$ cat config.mk
export PLATFORM = sky130hd
export DESIGN_NAME = seq_divider6
export DESIGN_NICKNAME = d
export VERILOG_FILES = /design/src/rtl/div_pkg.sv /design/src/rtl/seq_divider6_restore_step.sv /design/src/rtl/seq_divider6.sv
export SDC_FILE = /design/constraint.sdc
export NUM_CORES = 1
export LEC_CHECK = 0
export CAP_MARGIN = 30
export CELL_PAD_IN_SITES_DETAIL_PLACEMENT = 1
export CELL_PAD_IN_SITES_GLOBAL_PLACEMENT = 1
export CORE_MARGIN = 2
export CORE_UTILIZATION = 25
export CTS_BUF_LIST = sky130_fd_sc_hd__clkbuf_8
export DETAILED_ROUTE_END_ITERATION = 7
export PLACE_DENSITY = 0.51
export SYNTH_ARGS = -nofsm -noshare
export SYNTH_HDL_FRONTEND = slang
export SYNTH_SLANG_ARGS = --single-unit
$ cat constraint.sdc
create_clock -name clk -period 9.2 [get_ports clk]
set_clock_uncertainty 0.15 [all_clocks]
set_input_delay 2.76 -clock clk [delete_from_list [all_inputs] [get_ports clk]]
set_output_delay 2.76 -clock clk [all_outputs]
set_load 0.01 [all_outputs]
$ cat src/rtl/div_pkg.sv
// Shared types and constants for the iterative restoring divider.
package div_pkg;

  typedef enum logic [1:0] {
    IDLE = 2'd0,
    BUSY = 2'd1,
    DONE = 2'd2
  } state_e;

  localparam int DIV_WIDTH_DEFAULT = 6;
  localparam int DIV_CNT_W         = $clog2(DIV_WIDTH_DEFAULT + 1);

  // Step counter must hold the value WIDTH, hence WIDTH+1 states.
  function automatic int cnt_width(input int w);
    return $clog2(w + 1);
  endfunction

endpackage

$ cat src/rtl/seq_divider6_restore_step.sv
// One restoring-division step: ripple subtract of the divisor from the shifted
// partial remainder, keeping the difference only when no borrow comes out.
module restore_step
  import div_pkg::*;
#(
  parameter int WIDTH = DIV_WIDTH_DEFAULT
) (
  input  logic [WIDTH:0]   rem_i,
  input  logic [WIDTH-1:0] div_i,
  output logic [WIDTH:0]   rem_o,
  output logic             qbit_o
);

  logic [WIDTH:0]   sub_b;
  logic [WIDTH:0]   diff;
  logic [WIDTH+1:0] brw;

  assign sub_b  = {1'b0, div_i};
  assign brw[0] = 1'b0;

  for (genvar i = 0; i <= WIDTH; i++) begin : g_sub
    assign diff[i]    = rem_i[i] ^ sub_b[i] ^ brw[i];
    assign brw[i + 1] = (~rem_i[i] & sub_b[i]) | (~(rem_i[i] ^ sub_b[i]) & brw[i]);
  end

  assign qbit_o = ~brw[WIDTH+1];
  assign rem_o  = qbit_o ? diff : rem_i;

endmodule

$ cat src/rtl/seq_divider6.sv
// Iterative unsigned restoring divider, one quotient bit per clock.
// Optional DIVZERO_CHECK_EN: divide-by-zero short-cuts straight to DONE and flags div_zero.
module seq_divider6
  import div_pkg::*;
#(
  parameter int WIDTH = DIV_WIDTH_DEFAULT
) (
  input  logic             clk,
  input  logic             reset,
  input  logic             start,
  input  logic [WIDTH-1:0] dividend,
  input  logic [WIDTH-1:0] divisor,
  output logic             busy,
  output logic             done,
  output logic [WIDTH-1:0] quotient,
  output logic [WIDTH-1:0] remainder,
  output logic             div_zero
);

  localparam int CNT_W = cnt_width(WIDTH);

  state_e           state_q, state_d;
  logic [WIDTH-1:0] a_q, d_q, quot_q, rem_q;
  logic [WIDTH:0]   r_q, r_shift, r_next;
  logic [CNT_W-1:0] cnt_q;
  logic             qbit, accept, zero_start, last_step;
  logic [WIDTH-1:0] a_next;

  assign accept    = start && (state_q == IDLE || state_q == DONE);
  assign last_step = (cnt_q == CNT_W'(WIDTH - 1));
  assign r_shift   = {r_q[WIDTH-1:0], a_q[WIDTH-1]};
  assign a_next    = {a_q[WIDTH-2:0], qbit};

`ifdef DIVZERO_CHECK_EN
  assign zero_start = accept && (divisor == '0);
`else
  assign zero_start = 1'b0;
`endif

  restore_step #(.WIDTH(WIDTH)) u_step (
    .rem_i  (r_shift),
    .div_i  (d_q),
    .rem_o  (r_next),
    .qbit_o (qbit)
  );

  always_ff @(posedge clk or posedge reset) begin
    if (reset) state_q <= IDLE;
    else       state_q <= state_d;
  end

  always_comb begin
    state_d = state_q;
    case (state_q)
      IDLE, DONE: begin
        if (accept) state_d = zero_start ? DONE : BUSY;
        else        state_d = IDLE;
      end
      BUSY:    if (last_step) state_d = DONE;
      default: state_d = IDLE;
    endcase
  end

  always_comb begin
    busy = (state_q == BUSY);
    done = (state_q == DONE);
  end

  // Result registers load only on completion, so they hold through IDLE/BUSY.
  always_ff @(posedge clk or posedge reset) begin
    if (reset) begin
      a_q    <= '0;
      d_q    <= '0;
      r_q    <= '0;
      cnt_q  <= '0;
      quot_q <= '0;
      rem_q  <= '0;
    end else if (accept) begin
      a_q   <= dividend;
      d_q   <= divisor;
      r_q   <= '0;
      cnt_q <= '0;
      if (zero_start) begin
        quot_q <= '1;
        rem_q  <= dividend;
      end
    end else if (state_q == BUSY) begin
      a_q   <= a_next;
      r_q   <= r_next;
      cnt_q <= cnt_q + CNT_W'(1);
      if (last_step) begin
        quot_q <= a_next;
        rem_q  <= r_next[WIDTH-1:0];
      end
    end
  end

`ifdef DIVZERO_CHECK_EN
  logic dz_q;
  always_ff @(posedge clk or posedge reset) begin
    if (reset)       dz_q <= 1'b0;
    else if (accept) dz_q <= zero_start;
  end
  assign div_zero = dz_q;
`else
  assign div_zero = 1'b0;
`endif

  assign quotient  = quot_q;
  assign remainder = rem_q;

endmodule

After elaboration in Yosys (flattened, before gate mapping)
Cells that the tools add are included.
- output and inout port bits: 15
- bits of input ports: 15
- logic and storage cells: 70
- flip-flop bits (word level): 35
- bitwise logic cells: 42
- equality and inequality tests: 4
- add/subtract/negate cells: 1
- reduce and logical (&&, ||, !) cells: 6
- multiplexer cells: 10
- operator list (operator ; number):
    6-bit two-way mux ; 5
    1-bit NOT ; 14
    1-bit bitwise AND ; 12
    1-bit XOR ; 11
    3-bit two-way mux ; 2
    1-bit bitwise OR ; 5
    2-bit case mux with 2 select lines ; 1
    3-bit by 1-bit adder with 3-bit output, second input constant ; 1
    3-bit equality test, second input constant ; 1
    3-bit AND reduction ; 1
    2-bit by 1-bit equality test with 1-bit output, second input constant ; 1
    2-bit equality test, second input constant ; 1
    2-bit logical NOT ; 1
    2-bit two-way mux ; 1
    2-bit by 1-bit inequality test with 1-bit output, second input constant ; 1
    2-bit nonzero test ; 1
    2-bit OR reduction ; 1
    1-bit logical AND ; 1
    1-bit logical OR ; 1
    1-bit two-way mux ; 1

Longest topological paths before layout
- word-level depth: 16
- gate-level depth with buffers: 15
- mapped depth without buffers: 14

By module
Synthesis repeated with hierarchy kept, for this count alone.
- cell total of the unflattened synthesis: 146
- area total of the unflattened synthesis: 1724.2 um2
- modules (own cells, without submodules) (module ; area an instance (um2) ; instances ; cells each):
    seq_divider6 ; 1495.2 ; 1 ; 119
    restore_step ; 229.0 ; 1 ; 27

Worst setup path after synthesis
No wires, ideal clock.
- path type: input to register
- start: input port start
- end: register d_q[0]
- setup time: 0.125 ns
- cell stages on the path: 4
- required time: 8.925 ns
- arrival: 3.430 ns
- setup slack: 5.495 ns
- path through: nor2b_2 -> buf_6 -> buf_6 -> mux2_4
- cells in the longest elaborated chain, start to end: 1
- ends and longest elaborated chain (element ; line ; source):
    from (decl) ; seq_divider6.sv:10 ; input logic start,
    1-bit logical AND ; seq_divider6.sv:29 ; assign accept = start && (state_q == IDLE || state_q == DONE);
    to (signal assigned) ; seq_divider6.sv:80 ; d_q <= divisor;
    to (decl) ; seq_divider6.sv:23 ; logic [WIDTH-1:0] a_q, d_q, quot_q, rem_q;
Every way passes these cells.
A chain may end at the register's enable or synchronous reset.

Final worst setup path
- start: register state_q[1]
- end: output port busy
- cells in the longest elaborated chain, start to end: 1
- ends and longest elaborated chain (element ; line ; source):
    from (decl) ; seq_divider6.sv:22 ; state_e state_q, state_d;
    from (signal assigned) ; seq_divider6.sv:49 ; else state_q <= state_d;
    2-bit by 1-bit equality test with 1-bit output ; seq_divider6.sv:65 ; busy = (state_q == BUSY);
    to (decl) ; seq_divider6.sv:13 ; output logic busy,
Every way passes these cells.

==> flow_metrics.py <==
metrics = {
    "synthesis": {
        "synth_area_leaders": "sky130_fd_sc_hd__dfrtp_1 52%, sky130_fd_sc_hd__mux2_2 6.7%, sky130_fd_sc_hd__fa_1 6.0%",
        "synthesis.instances": 137,
        "synthFlopType": "sky130_fd_sc_hd__dfrtp_1",
        "synth.yosys.seq_area_share_pct": 52.1,
        "synth_edf_count": 0,
        "synth_xor_area_share_pct": 0.521,
        "synthesis.yosys.warnings": 0,
        "largest_family_of_logic_cells_by_synthesized_area": "multiplexers",
        "yosys.cell_types.count": 32,
        "compound_gate_portion_of_the_synthesized_area_pct": 9.83,
        "synthesis.area_mm2": 0.00168,
        "synth.mux.area_fraction_pct": 13.8,
        "synthDominantCellAreaShare_pct": 52.1,
        "post_synth_fa_ha_maj_area_fraction_pct": 8.19,
        "avgSynthCellArea_um2": 12.3,
        "synth_fp_nets": 160,
        "synth_simple_gate_area_share_pct": 8.64,
        "async_flop_share_pct": 100,
        "synthDominantAreaCellType": "sky130_fd_sc_hd__dfrtp_1",
        "synth-seq-cells": 35,
    },
    "worst_setup_path": {
        "worstPathMaxFanout": 12,
        "critPathMaxStageDelay_ns": 0.56,
        "timing.setup.critical_path_class": "flop to output port",
        "ordered_list_of_cells_on_the_worst_path": "nand2b_2 > inv_4 > clkdlybuf4s50_1",
        "endpoint_kind": "output port",
        "cp_data_arrival_time_ns": 1.83,
        "critPathRequiredTime_ns": 6.29,
        "cp_slowest_cell": "sky130_fd_sc_hd__clkdlybuf4s50_1",
        "cp-start-kind": "flop",
    },
    "route": {
        "antenna_left": 0,
        "via_to_cell_ratio": 4.42,
        "num_vias": 1082,
        "wire_per_inst_um": 14.7,
        "route.final.wire_length_mm": 3.61,
        "drt_first_iter_violations": 24,
        "drt_drc_violations_left": 0,
        "first_pass_iters": 5,
    },
    "timing": {
        "final-setup-viol-count": 0,
        "min_period_ns": 4.74,
        "timing.setup.tns_ns": 0,
        "slew_violations": 0,
        "fin_ws_ns": 4.46,
        "rsz0062_at_grt": "no",
        "fmax_ghz": 0.211,
        "tightest_slew_ns": 0.635,
        "fin_crit_sh_pct": 51.5,
        "timing.max_slew.rel_slack_pct": 57.6,
        "report.final.hold_viol_count": 0,
    },
    "cts": {
        "cts_repair_resize_count": 0,
        "clk_path_buf_depth": 2,
        "cts_sinks": 35,
        "postCtsHoldBufs": 0,
        "number_of_levels_the_h_tree_was_split_into": 2,
        "total_cts_buffers": 5,
        "cts-root-buf": "sky130_fd_sc_hd__clkbuf_8",
        "tritoncts": "built",
        "cts_setup_buffers": 0,
        "cts.clk_slew.worst_paths_ns": 0.07,
        "clkLatencyLatePin_ns": 0.28,
    },
    "placed_design": {
        "globalplace.congestion": 0.717,
        "port_buffers": 28,
        "hpwlAfterDp_mm": 2.57,
        "pre_cts_slack_ns": 4.41,
    },
    "hold_path": {
        "type_of_the_worst_min_delay_path": "flop to flop",
    },
    "power": {
        "seqPwrFrac_pct": 34.9,
        "power_switching_share_pct": 38.5,
        "pwr-share-comb_pct": 50.2,
        "p_leak_nw": 0.968,
        "power_frac_clock_pct": 15.0,
        "internal_power_w": 0.000502,
        "vdd_drop_max_uv": 114,
        "power.switching_w": 0.000314,
        "power_per_cell_area_mw_per_mm2": 384,
    },
    "grt": {
        "grt_pass1_wl_mm": 6.13,
        "grt_util_all_layers_pct": 10.8,
        "globalRouteOverflowTotal": 0,
        "grt_pass1_vias": 1173,
        "grt_start_max_net_pins": 36,
        "initial_antenna_violation_count": 0,
    },
    "die": {
        "core_region_area_mm2": 0.00642,
        "ios": 30,
        "floorplan.die.width_um": 86.0,
        "num_rows": 29,
        "floorplan.initialDensity_pct": 26.2,
        "fp.dieArea_mm2": 0.00739,
        "fp.dieH_um": 86.0,
    },
    "finish": {
        "layout-area-overhead-vs-synth_pct": 26.4,
        "multi_input_area_um2": 693,
        "fill_cells": 703,
        "layout_commonest_cell": "sky130_fd_sc_hd__dfrtp_1",
        "commonest_cells_after_routing_fill_and_taps_aside": "35 x sky130_fd_sc_hd__dfrtp_1, 28 x sky130_fd_sc_hd__clkdlybuf4s50_1, 14 x sky130_fd_sc_hd__nand2_1",
        "final_layout_net_count": 190,
        "utilization_pct": 33.1,
        "layout-drive-gt1-share_pct": 16.1,
        "seq_area_um2": 876,
        "antenna_cells": 0,
    },
    "run_status": {
        "run_status": "finished clean",
    },
    "run": {
        "cap_viol_max_count": 0,
    },
}
## Yosys cell counts, types with 3 or more instances
master / instances
sky130_fd_sc_hd__dfrtp_1: 35
sky130_fd_sc_hd__nand2_1: 14
sky130_fd_sc_hd__buf_2: 3
sky130_fd_sc_hd__inv_1: 12
sky130_fd_sc_hd__o2bb2ai_1: 7
sky130_fd_sc_hd__buf_6: 3
sky130_fd_sc_hd__o21ai_0: 6
sky130_fd_sc_hd__mux2_2: 10
sky130_fd_sc_hd__o21ai_1: 7
sky130_fd_sc_hd__fa_1: 5
sky130_fd_sc_hd__mux2i_1: 9
sky130_fd_sc_hd__ha_1: 3
## state kept, by name, summed over array words and instances (netlist names)
| signal | cells |
|---|---|
| d_q | 6 |
| a_q | 6 |
| state_q | 2 |
| remainder | 6 |
| r_q | 6 |
| quotient | 6 |
| cnt_q | 3 |
## area by class of cell
type,count,area share (%)
Clock inverter,1,0.177
Sequential cell,35,41.2
Multi-Input combinational cell,81,32.6
Tap cell,77,4.54
Timing Repair Buffer,30,14.3
Clock buffer,7,4.54
Inverter,14,2.59
## routing by layer
layer | track usage [%] | share of wire, % | vias to the layer above | wire length, um
met5 | 0 | 0 | - | 0
met4 | 3.03 | 0.33 | 0 | 12
met3 | 3.18 | 3.8 | 2 | 137
met2 | 16.8 | 48 | 26 | 1720
met1 | 14.7 | 48 | 542 | 1730
li1 | - | - | 512 | -
## power by group through the flow
stage | Combinational [W] | Clock [W] | Sequential (W)
after global routing | 0.000470 | 0.000136 | 0.000297
after CTS | 0.000417 | 0.000128 | 0.000287
after detailed placement | 0.000412 | 0 | 0.000289
after global placement | 0.000395 | 0 | 0.000284
after floorplan | 0.000283 | 0 | 0.000285
final | 0.000409 | 0.000122 | 0.000285
## cell families after synthesis
kind of cell,Yosys count
AND/OR/NAND/NOR,25
AO/OA/AOI/OAI,25
flip-flops,35
buffers and inverters,21
multiplexers,21
other,1
adder cells (fa/ha/maj),8
XOR/XNOR,1
## worst paths after layout
path                           endpoint    startpoint  slack, ns  cells past startpoint
setup reg to reg                 r_q[4]        a_q[5]       5.60                     14
hold reg to reg            remainder[0]  remainder[0]       0.34                      2
max in group asynchronous   quotient[3]         reset       5.84                      3
hold / removal             remainder[0]  remainder[0]       0.34                      2
setup / recovery                   busy    state_q[1]       4.46                      3
min in group asynchronous  remainder[0]         reset       2.74                      3
## metrics by stage
step | hold slack (ns) | power [W] | instance area [um^2] | cells
after CTS | 0.344 | 0.000832 | 2110 | 244
after floorplan | 0.306 | 0.000568 | 1680 | 137
after detailed placement | 0.328 | 0.000701 | 2010 | 236
after global placement | 0.316 | 0.000679 | 2010 | 236
after global routing | 0.364 | 0.000903 | 2120 | 245
final | 0.338 | 0.000816 | 2120 | 245
## worst max-delay path: cells and delay by family (launching register included)
family / cells / cell delay, ns
flip-flops: 1 / 0.41
buffers and inverters: 2 / 0.77
AND/OR/NAND/NOR: 1 / 0.37
No activity file was read; power rests on OpenSTA's default activity.
